**src/rtl/jpeg_block_sequencer.sv**
```systemverilog
// Row sequencer for a DCT/IDCT datapath: streams input row reads, then output row
// writes PIPE_LAT cycles later. Define JPEG_SEQ_PERF_EN to add the frame_cycles counter.
module jpeg_block_sequencer #(
  parameter int ADDR_W   = 15,
  parameter int PIPE_LAT = 40
) (
  input  logic              clk,
  input  logic              reset,
  input  logic              start,
  input  logic [ADDR_W-1:0] num_rows,
  output logic              busy,
  output logic              done,
  output logic              err,
  output logic              pipe_rst_n,
  output logic              rd_en,
  output logic [ADDR_W-1:0] rd_addr,
  output logic              blk_start,
  output logic              wr_en,
  output logic [ADDR_W-1:0] wr_addr
`ifdef JPEG_SEQ_PERF_EN
  ,
  output logic [31:0]       frame_cycles
`endif
);

  // state | meaning
  // IDLE  | waiting for start, datapath held in reset
  // RUN   | reading rows (cyc < L) and writing rows (PIPE_LAT <= cyc < PIPE_LAT+L)
  // DONE  | one-cycle done pulse, then back to IDLE
  typedef enum logic [1:0] {IDLE, RUN, DONE} state_t;

  localparam int CW = ADDR_W + 1;
  localparam logic [CW-1:0]     LAT_C = CW'(PIPE_LAT);
  localparam logic [ADDR_W-1:0] LAT_A = ADDR_W'(PIPE_LAT);

  state_t            state_q, state_d;
  logic [CW-1:0]     cyc_q, cyc_d;
  logic [ADDR_W-1:0] len_q, len_d;
  logic [CW-1:0]     last_cyc;
  logic              len_ok;
  logic              err_d, busy_d, done_d, pipe_d, rd_en_d, blk_d, wr_en_d;
  logic [ADDR_W-1:0] rd_addr_d, wr_addr_d;

  assign len_ok   = (num_rows != '0) && (num_rows[2:0] == 3'b000);
  assign last_cyc = {1'b0, len_q} + LAT_C - CW'(1);

  always_ff @(posedge clk) begin
    if (reset) begin
      state_q <= IDLE;
      cyc_q   <= '0;
      len_q   <= '0;
    end else begin
      state_q <= state_d;
      cyc_q   <= cyc_d;
      len_q   <= len_d;
    end
  end

  always_comb begin
    state_d = state_q;
    cyc_d   = cyc_q;
    len_d   = len_q;
    err_d   = 1'b0;
    case (state_q)
      IDLE: begin
        if (start) begin
          if (len_ok) begin
            state_d = RUN;
            cyc_d   = '0;
            len_d   = num_rows;
          end else begin
            err_d = 1'b1;
          end
        end
      end
      RUN: begin
        cyc_d = cyc_q + CW'(1);
        if (cyc_q == last_cyc) state_d = DONE;
      end
      DONE:    state_d = IDLE;
      default: state_d = IDLE;
    endcase
  end

  // Outputs are decoded from the next-state values and registered, so they line up
  // with the state they describe without any combinational path from start/num_rows.
  always_comb begin
    busy_d    = (state_d != IDLE);
    done_d    = (state_d == DONE);
    pipe_d    = (state_d == RUN);
    rd_en_d   = pipe_d && (cyc_d < {1'b0, len_d});
    rd_addr_d = rd_en_d ? cyc_d[ADDR_W-1:0] : '0;
    blk_d     = rd_en_d && (cyc_d[2:0] == 3'b000);
    wr_en_d   = pipe_d && (cyc_d >= LAT_C) && (cyc_d < ({1'b0, len_d} + LAT_C));
    wr_addr_d = wr_en_d ? (cyc_d[ADDR_W-1:0] - LAT_A) : '0;
  end

  always_ff @(posedge clk) begin
    if (reset) begin
      busy       <= 1'b0;
      done       <= 1'b0;
      err        <= 1'b0;
      pipe_rst_n <= 1'b0;
      rd_en      <= 1'b0;
      rd_addr    <= '0;
      blk_start  <= 1'b0;
      wr_en      <= 1'b0;
      wr_addr    <= '0;
    end else begin
      busy       <= busy_d;
      done       <= done_d;
      err        <= err_d;
      pipe_rst_n <= pipe_d;
      rd_en      <= rd_en_d;
      rd_addr    <= rd_addr_d;
      blk_start  <= blk_d;
      wr_en      <= wr_en_d;
      wr_addr    <= wr_addr_d;
    end
  end

`ifdef JPEG_SEQ_PERF_EN
  always_ff @(posedge clk) begin
    if (reset)                                frame_cycles <= '0;
    else if (state_q == IDLE && start && len_ok) frame_cycles <= '0;
    else if (state_q == RUN)                  frame_cycles <= frame_cycles + 32'd1;
  end
`else
`endif

endmodule

```
**config.mk**
```make
export PLATFORM = sky130hd
export DESIGN_NAME = jpeg_block_sequencer
export DESIGN_NICKNAME = d
export VERILOG_FILES = /design/src/rtl/jpeg_block_sequencer.sv
export SDC_FILE = /design/constraint.sdc
export NUM_CORES = 1
export LEC_CHECK = 0
export CAP_MARGIN = 10
export CORE_ASPECT_RATIO = 0.8
export CORE_MARGIN = 3
export CORE_UTILIZATION = 50
export DETAILED_ROUTE_END_ITERATION = 8
export HOLD_SLACK_MARGIN = 0.03
export PLACE_DENSITY = 0.76
export SLEW_MARGIN = 20
export SYNTH_ARGS = -nofsm -noshare
export SYNTH_HDL_FRONTEND = slang
export SYNTH_SLANG_ARGS = --single-unit
```
**constraint.sdc**
```tcl
create_clock -name clk -period 3.98 [get_ports clk]
set_input_delay 0.398 -clock clk [delete_from_list [all_inputs] [get_ports clk]]
set_output_delay 0.398 -clock clk [all_outputs]
set_load 0.02 [all_outputs]
```
# [Yosys cells after proc, flatten, opt, wreduce, memory -nomap -nowiden]
# Cells that the tools add are included.
[op_classes] add_sub_neg=5 order_cmp=3 eq_ne=4 n_mux=11 n_bitwise=4 n_reduce_logical=13
[op_table] op="$mux W15" count=3
[op_table] op="$add A15 B6 Y16 const B" count=2
[op_table] op="$mux W16" count=2
[op_table] op="$pmux W16 S2" count=1
[op_table] op="$add A16 B1 Y16 const B" count=1
[op_table] op="$eq A16 B16 Y1" count=1
[op_table] op="$ge A16 B6 Y1 const B" count=1
[op_table] op="$lt A16 B15 Y1" count=1
[op_table] op="$lt A16 B16 Y1" count=1
[op_table] op="$sub A16 B1 Y16 const B" count=1
[op_table] op="$reduce_bool A15 Y1" count=1
[op_table] op="$sub A15 B6 Y15 const B" count=1
[op_table] op="$logic_not A3 Y1" count=2
[op_table] op="$mux W2" count=3
[op_table] op="$logic_and A1 B1 Y1" count=5
[op_table] op="$eq A2 B1 Y1 const B" count=2
[op_table] op="$not A1 Y1" count=4
[op_table] op="$pmux W2 S2" count=1
[op_table] op="$reduce_or A2 Y1" count=2
[op_table] op="$reduce_or A3 Y1" count=1
[op_table] op="$eq A2 B2 Y1 const B" count=1
[op_table] op="$logic_not A2 Y1" count=1
[op_table] op="$reduce_bool A2 Y1" count=1
[op_table] op="$mux W1" count=1
[totals] reg_bits=70 inputBits=18 out_inout_bits=37

# [Depth between registers and ports, before layout]
# Gate-level depths: netlist of run 1.
[logic_depth] ltp_word=10 depth_mapped=22 depth_no_buf=19

# [Worst setup path after synthesis of run 1]
# Ideal clock, no wire load.
[synth_path] kind="input-to-reg" start="in num_rows[6]" end="reg wr_addr[14]" setup_ns=0.064 t_arrival_ns=4.196 required_ns=3.916 slack_ns=-0.280 cell_stages=22 path_buffers=3 cell_sequence="nor4_1 a311o_1 buf_2 buf_2 mux2i_1 inv_1 ha_1 nand2b_1 nand2_1 or2_2 nor2_1 xor2_1 ha_1 a21oi_1 o21ai_0 a21o_1 a211oi_1 o21ai_0 nor3_1 nand3_2 buf_2 nor2_1"
[synth_between] elab_chain_cells=10 word_cells_on_any_way=20 classes_between="add/sub: 2; order compare: 2; eq/ne: 1; mux: 9; bitwise: 1; reduce/logical: 5"
[synth_lines] element="start, declared" line_no="10" rtl="input logic [ADDR_W-1:0] num_rows,"
[synth_lines] element="$reduce_bool A15 Y1" line_no="44" rtl="assign len_ok = (num_rows != '0) && (num_rows[2:0] == 3'b000);"
[synth_lines] element="$logic_and A1 B1 Y1" line_no="44"
[synth_lines] element="$mux W15" line_no="67" rtl="if (len_ok) begin"
[synth_lines] element="$mux W15" line_no="66" rtl="if (start) begin"
[synth_lines] element="$mux W15" line_no="64" rtl="case (state_q)"
[synth_lines] element="net len_d[3]" line_no="38" rtl="logic [ADDR_W-1:0] len_q, len_d;"
[synth_lines] element="$add A15 B6 Y16" line_no="94" rtl="wr_en_d = pipe_d && (cyc_d >= LAT_C) && (cyc_d < ({1'b0, len_d} + LAT_C));"
[synth_lines] element="$lt A16 B16 Y1" line_no="94"
[synth_lines] element="$logic_and A1 B1 Y1" line_no="94"
[synth_lines] element="$not A1 Y1 (no source line)"
[synth_lines] element="$reduce_or A2 Y1 (no source line)"
[synth_lines] element="end signal, assigned" line_no="118" rtl="wr_addr <= wr_addr_d;"
[synth_lines] element="end, declared" line_no="19" rtl="output logic [ADDR_W-1:0] wr_addr"
# The timed path passes the listed nets, and every way through them passes these cells.
# A chain may end at the register's enable or synchronous reset.

# [Worst setup path in the final report of run 1]
[layout_path] start="in num_rows[9]" end="reg wr_addr[7]"
[layout_between] elab_chain_cells=10 word_cells_on_any_way=20 classes_between="add/sub: 2; order compare: 2; eq/ne: 1; mux: 9; bitwise: 1; reduce/logical: 5"
[layout_lines] element="$reduce_bool A15 Y1" line_no="44"
[layout_lines] element="$logic_and A1 B1 Y1" line_no="44"
[layout_lines] element="$mux W15, or another cell as far along" line_no="67"
[layout_lines] element="$mux W15, or another cell as far along" line_no="66"
[layout_lines] element="$mux W15, or another cell as far along" line_no="64"
[layout_lines] element="$add A15 B6 Y16, or another cell as far along" line_no="94"
[layout_lines] element="$lt A16 B16 Y1 / $logic_and A1 B1 Y1 (equally long branches)" line_no="94"
[layout_lines] element="$logic_and A1 B1 Y1" line_no="94"
[layout_lines] element="$not A1 Y1 (no source line)"
[layout_lines] element="$reduce_or A2 Y1 (no source line)"
# Several ways; a longest one is shown, not always the timed one.

==> results of run 1 <==
-- per-layer routing --
layer / track usage, % / up-vias
li1: - / 2014
met1: 37.5 / 2015
met2: 44.6 / 180
met3: 4.57 / 30
met4: 11.0 / 0
met5: 0 / -
-- power groups by stage --
stage	clock network, W	registers (W)	logic [W]
finish	0.000674	0.000712	0.000150
global route	0.000705	0.000712	0.000160
CTS	0.000680	0.000711	0.000141
detailed placement	0	0.000728	0.000137
global placement	0	0.000728	0.000133
floorplan	0	0.000728	0.0000636
-- kinds of logic (layout without fill, tap and decap cells) --
group,after synthesis,count (layout)
XOR/XNOR,52,52
adder cells (fa/ha/maj),31,31
buffers and inverters,54,193
multiplexers,13,13
AND/OR/NAND/NOR,208,208
flip-flops,70,70
AO/OA/AOI/OAI,74,74
-- synthesized netlist by cell type, types with 2 or more instances --
cell type	number	area, sq um
nor2b_1	5	31.3
o2111ai_1	3	26.3
nand2b_1	4	25.0
a221oi_1	2	17.5
xnor2_1	40	350
nor4_1	11	68.8
nor2_1	73	274
o21ai_1	2	10.0
inv_1	28	105
a21oi_1	11	55.1
clkbuf_1	8	30.0
nor3_2	2	20.0
o21a_1	2	15.0
buf_2	12	60.1
a31oi_1	6	37.5
and2_1	2	12.5
nand3_1	12	60.1
or2_2	6	37.5
nand3b_1	4	30.0
nand4_1	13	81.3
mux2i_1	13	130
ha_1	31	388
nand2_1	32	120
a21boi_0	2	15.0
a211oi_1	3	22.5
nor3_1	16	80.1
dfxtp_1	70	1400
o21ai_0	15	75.1
xor2_1	12	105
nand4b_1	3	26.3
a21o_1	12	90.1
or4b_1	2	20.0
a311oi_1	3	26.3
or4_1	2	15.0
and3_1	5	31.3
or3b_2	2	17.5
nor3b_1	4	30.0
nand3_2	2	20.0
-- worst max path at each step --
stage | to | slack (ns) | cells past startpoint
2_1_floorplan | wr_addr[14] | 0.02 | 22
4_1_cts | wr_addr[6] | 0.0004 | 18
5_1_grt | wr_addr[7] | -0.15 | 19
6_report | wr_addr[7] | 0.03 | 19
3_3_place_gp | wr_addr[6] | -0.48 | 21
3_5_place_dp | wr_addr[14] | -0.53 | 19
-- metrics by stage --
| stage | TNS (ns) | hold WS (ns) |
|---|---|---|
| 4_1_cts | 0 | 0.514 |
| 2_1_floorplan | 0 | 0.469 |
| 3_3_place_gp | -12.59 | 0.491 |
| 5_1_grt | -1.91 | 0.557 |
| 6_report | 0 | 0.517 |
| 3_5_place_dp | -14.12 | 0.503 |
-- sequential cells by signal (all words and copies together) (netlist names) --
register and count:
pipe_rst_n 1, state_q 2, wr_en 1, done 1
len_q 15, err 1, cyc_q 16, wr_addr 15
rd_en 1, busy 1, blk_start 1, rd_addr 15
-- worst max-delay path: stages --
cell and delay, ns:
clkdlybuf4s50_1 0.47, nor4_4 0.31, a311o_2 0.34, buf_4 0.14, mux2i_1 0.19, buf_4 0.17
o21ai_1 0.09, buf_4 0.15, xnor2_1 0.12, ha_1 0.30, nand4_1 0.21, a311oi_4 0.45
a2111oi_4 0.08, buf_4 0.15, nor4_2 0.18, nor3_2 0.10, nand3_4 0.12, buf_12 0.16
nor2_1 0.05
-- cell type report --
class | instances | share of cell area [%]
Clock buffer | 12 | 2.61
Sequential cell | 70 | 23.6
Multi-Input combinational cell | 378 | 47.0
Timing Repair Buffer | 148 | 21.5
Tap cell | 108 | 2.27
Inverter | 29 | 1.83
Clock inverter | 4 | 1.30
-- repair_timing --
action                     4_1_cts  5_1_grt
pin swaps                       18        2
buffers inserted                 6        1
setup endpoints to repair       29       33
resized for setup               32       14
cloned                           1        0
==> results.yml, run 1 <==
logic_synthesis:
  synth_adder_area_share_pct: 9.20
  ys_ff_latch: 70
  synth_top_family_by_area: "simple AND/OR/NAND/NOR gates"
  async_flop_share_pct: 0
  synth_flop_cell: "dfxtp_1"
  synth_cell_types: 65
  seq_area_frac_synth_pct: 33.3
  synthCells: 502
  synth_mux_area_share_pct: 3.09
  synth-compound-area-share_pct: 12.4
  syn_avg_cell_area_sq_um: 8.39
  synthSimpleGateAreaFrac_pct: 25.6
  netlist_area_sq_um: 4210
  yosys_warnings: 0
  syn-num-nets: 551
  synth_edf_count: 0
  synthXorXnorAreaFrac_pct: 10.8
drt:
  firstDrtPassIters: 6
  num_vias: 4239
  antenna_left: 0
  wire_per_inst_um: 17.7
  via_per_inst: 5.66
  dr_wl_met2_um: 6150
  drc: 0
  wl_met3_um: 961
  highest_layer: "met4"
  drt_iter0_markers: 364
  totalWireLength_um: 13200
  wl_met1_um: 5850
hold_path:
  worst_hold_path.endpoint: "len_q[1]"
  hold_path_class: "flop to flop"
  holdPathStages: 2
  worstHoldStart: "len_q[1]"
cts:
  clk_latency_ns: 0.35
  cts_tree: "yes"
  clk_pin_slew_worst_paths_ns: 0.08
  clockBufferDepth: 2
  h-tree-depth: 3
  numCtsBuffers: 9
  hold_buffers: 0
  cts_sinks: 70
  clock-root-buffer: "clkbuf_8"
placement:
  dp_hpwl_um: 9640
  placed_cell_area_sq_um: 5500
  pre_cts_ws_ns: -0.533
  dp.cells: 725
  place_congestion: 0.962
  io_buffer_count: 54
pwr:
  p_leak_nw: 2.62
  finalPower_w: 0.00153
  clkPwrFrac_pct: 43.9
  p_comb_share_pct: 9.7
  switching_share_pct: 23.8
  p_sw_w: 0.000365
  seqPwrFrac_pct: 46.4
  p_int_w: 0.00117
  peakVddDrop_uv: 200
  p_per_area_nw_per_um2: 258
layout:
  regArea_sq_um: 1400
  fin_nets: 685
  drive_above_1_share_pct: 25.3
  final_area_sq_um: 5950
  nFillCells: 608
  stdcell_count: 749
  areaGrowthSynthToFinish_pct: 41.2
  final_core_util_pct: 73.9
  multi_input_comb_area_sq_um: 2790
  final_cell_mix: "91 x buf_4, 69 x dfxtp_1, 65 x nor2_1, 43 x clkdlybuf4s50_1, 40 x xnor2_1"
  layout_commonest_cell: "buf_4"
  diodes: 0
flow_run:
  cap_violations: 0
global_routing:
  antenna_found_initial: 0
  grt_first_pass_wirelength_um: 20400
  grt_usage_pct: 27.8
  overflow: 0
  grt_max_degree: 35
  grt_pass1_vias: 4053
timing:
  skew_ns: 0.00692
  rsz0062_at_grt: "true"
  tightest_slew_ns: 0.665
  worst_slack_ns: 0.0286
  fmax_ghz: 0.253
  slew_violations: 0
  min_period_over_period_pct: 99.3
  final-setup-viol-count: 0
  layout_min_cycle_time_ns: 3.95
  relSlewSlack_pct: 55.2
  hold_viol_final: 0
worst_setup_path:
  worstPathRequired_ns: 4.23
  cp-startpoint: "num_rows[9]"
  reg2reg_to: "wr_addr[6]"
  reg2regPathDepth: 20
  rr_startpoint: "state_q[0]"
  crit_type: "input pin to flop"
  crit_path_end_kind: "flop"
  path_max_fanout: 8
  r2r_slack_ns: 0.04
  cp.arrival_ns: 4.20
  worstSetupStartpointType: "input pin"
die:
  ios: 55
  start_util_pct: 52.3
  dieHeight_um: 88.1
  die_area_sq_um: 9570
  die_x_um: 109
  core_sq_um: 8060
  rows: 29
status:
  status: "complete, no violations"
Note: power is estimated with default switching activity, not from simulation.
==> run 2: changes to the inputs <==
--- a/config.mk
+++ b/config.mk
@@ -5,13 +5,14 @@
 export SDC_FILE = /design/constraint.sdc
 export NUM_CORES = 1
 export LEC_CHECK = 0
+export ABC_AREA = 1
 export CAP_MARGIN = 10
 export CORE_ASPECT_RATIO = 0.8
 export CORE_MARGIN = 3
-export CORE_UTILIZATION = 50
+export CORE_UTILIZATION = 51
 export DETAILED_ROUTE_END_ITERATION = 8
 export HOLD_SLACK_MARGIN = 0.03
-export PLACE_DENSITY = 0.76
+export PLACE_DENSITY = 0.77
 export SLEW_MARGIN = 20
 export SYNTH_ARGS = -nofsm -noshare
 export SYNTH_HDL_FRONTEND = slang
==> results.yml, run 2 <==
global_routing:
  grt_usage_pct: 26.0
  grt_pass1_vias: 4166
  overflow: 0
  grt_first_pass_wirelength_um: 20900
  grt_max_degree: 35
  antenna_found_initial: 0
worst_setup_path:
  path_max_fanout: 10
  worstPathRequired_ns: 4.23
  cp.arrival_ns: 3.89
  crit_type: "input pin to flop"
  rr_startpoint: "state_q[0]"
  crit_path_end_kind: "flop"
  worstSetupStartpointType: "input pin"
  reg2regPathDepth: 20
  reg2reg_to: "wr_addr[13]"
  r2r_slack_ns: 0.52
layout:
  regMostFlops: "cyc_q"
  final_cell_mix: "174 x nand2_1, 85 x nor2_1, 84 x inv_1, 70 x dfxtp_1, 54 x clkdlybuf4s50_1"
  layout_commonest_cell: "nand2_1"
  fin_nets: 773
  areaGrowthSynthToFinish_pct: 20.9
  largest_reg_flops: 16
  stdcell_count: 841
  nFillCells: 783
  diodes: 0
  final_core_util_pct: 64.0
  drive_above_1_share_pct: 12.8
logic_synthesis:
  yosys.area.top_type: "dfxtp_1"
  syn-num-nets: 702
  yosys_warnings: 0
  synth_cell_types: 46
  async_flop_share_pct: 0
  netlist_area_sq_um: 4550
  synth_most_common_cell: "nand2_1"
  synth_flop_cell: "dfxtp_1"
  syn_avg_cell_area_sq_um: 6.97
  synth_edf_count: 0
  synth_common_cells: "174 x nand2_1, 85 x nor2_1, 84 x inv_1, 70 x dfxtp_1, 38 x nand3_1"
  ys_ff_latch: 70
  synth_area_leaders: "dfxtp_1 31%, nand2_1 14%, ha_1 8.5%"
  seq_area_frac_synth_pct: 30.8
  synthCells: 653
  post-synth-top-area-fraction_pct: 30.8
cts:
  cts_sinks: 70
  clk_latency_ns: 0.36
  clockBufferDepth: 2
  h-tree-depth: 3
  cts_tree: "yes"
  clk_pin_slew_worst_paths_ns: 0.08
  numCtsBuffers: 9
  ctsResizeCount: 0
  hold_buffers: 0
  clock-root-buffer: "clkbuf_8"
hold_path:
  holdPathStages: 2
  worstHoldStart: "len_q[1]"
  hold_path_class: "flop to flop"
  worst_hold_path.endpoint: "len_q[1]"
timing:
  relSlewSlack_pct: 52.6
  skew_ns: 0.00778
  rsz0062_at_grt: "false"
  tightest_slew_ns: 0.693
  finalSetupTns_ns: 0
  hold_viol_final: 0
  final-setup-viol-count: 0
  slew_violations: 0
  layout_min_cycle_time_ns: 3.64
  fmax_ghz: 0.275
  min_period_over_period_pct: 91.5
pwr:
  p_leak_nw: 2.58
  peakVddDrop_uv: 258
  p_per_area_nw_per_um2: 265
placement:
  place_congestion: 0.943
  dp.cells: 823
  io_buffer_count: 54
  dp_hpwl_um: 10400
drt:
  num_vias: 4434
  drc: 0
  via_per_inst: 5.27
  antenna_left: 0
  drt_iter0_markers: 384
  totalWireLength_um: 13100
  firstDrtPassIters: 5
  wire_per_inst_um: 15.6
die:
  dieHeight_um: 90.5
  core_sq_um: 8600
  die_area_sq_um: 10100
  ios: 55
  rows: 30
  die_x_um: 112
  start_util_pct: 52.9
flow_run:
  cap_violations: 0
status:
  status: "complete, no violations"
==> run 2: cell count changes in the layout (fill, tap and decap cells not counted), sizes merged, moves of 7 or more <==
cell           delta
xnor2            -32
nor2             +31
nand3            +31
nand2           +150
buf              -76
clkdlybuf4s50    +11
dlygate4sd2      -11
nor3              +7
nor4             -11
mux2i            -13
a21o             -12
inv              +65
==> run 2: routing by layer <==
metal / GRT usage (%) / vias up / wire (um)
met3: 6.76 / 17 / 1230
met2: 40.0 / 197 / 5750
met5: 0 / - / 0
met1: 36.5 / 2010 / 5940
met4: 5.98 / 0 / 177
li1: - / 2210 / -
==> run 2: worst max-delay path by stage <==
stage / from / end / slack (ns) / cells after the start
detailed placement: num_rows[7] / wr_addr[3] / -0.14 / 24
floorplan: num_rows[7] / wr_addr[10] / 0.79 / 23
CTS: num_rows[5] / wr_addr[3] / 0.24 / 24
finish: num_rows[7] / wr_addr[13] / 0.34 / 25
global placement: num_rows[5] / wr_addr[4] / 0.13 / 23
global route: num_rows[9] / wr_addr[10] / 0.10 / 25
==> run 2: logic make-up (layout without fill, tap and decap cells) <==
family / count (synthesis) / count (layout) / synth area share (%)
fa+ha+maj: 31 / 31 / 8.53
compound gates: 43 / 43 / 5.91
simple gates: 381 / 381 / 40.5
xor+xnor: 23 / 23 / 4.43
buf+inv: 105 / 181 / 9.87
flops: 70 / 70 / 30.8
==> run 2: timing repair <==
item | in CTS | in global routing
endpoints found under the setup margin | 0 | 13
hold endpoints to repair | 0 | 0
buffers inserted | 0 | 2
==> run 2: worst max-delay path: stages <==
cell and delay [ns]:
clkdlybuf4s50_1 0.42, nor2_1 0.11, nand2_1 0.06, nor2_1 0.18, nand2_1 0.16, nand3_4 0.12
inv_4 0.05, nand2_1 0.05, o21ai_0 0.10, inv_1 0.10, ha_1 0.14, inv_1 0.05
nand2_1 0.09, nand4_1 0.18, nor2_1 0.14, nand2_1 0.09, nor2_1 0.15, nand3b_1 0.10
ha_1 0.34, nand4_1 0.16, o221ai_1 0.32, nor2_4 0.08, nand3_4 0.09, buf_12 0.18
nor2_4 0.04
==> run 2: layout make-up <==
class / count / area, sq um / area share [%]
timing repair buffer: 72 / 713 / 13.0
inverter: 93 / 352 / 6.39
multi-input combinational: 478 / 2700 / 49.1
sequential: 70 / 1400 / 25.5
clock inverter: 7 / 72.6 / 1.32
tap: 112 / 140 / 2.55
clock buffer: 9 / 124 / 2.25
==> run 2: metrics by stage <==
stage	hold slack (ns)	area, sq um	setup slack, ns	total power (W)
3_5_place_dp	0.503	5270	-0.138	0.000878
4_1_cts	0.515	5460	0.239	0.00146
2_1_floorplan	0.457	4550	0.793	0.000823
6_report	0.508	5500	0.339	0.00146
3_3_place_gp	0.492	5270	0.126	0.000874
5_1_grt	0.551	5500	0.104	0.00150
==> run 2: power breakdown <==
group	leakage (nW)	internal [W]	switching (W)	total [W]
Clock	0.0960	0.000291	0.000299	0.000591
Combinational	1.92	0.0000584	0.0000928	0.000151
Sequential	0.565	0.000706	0.00000737	0.000714
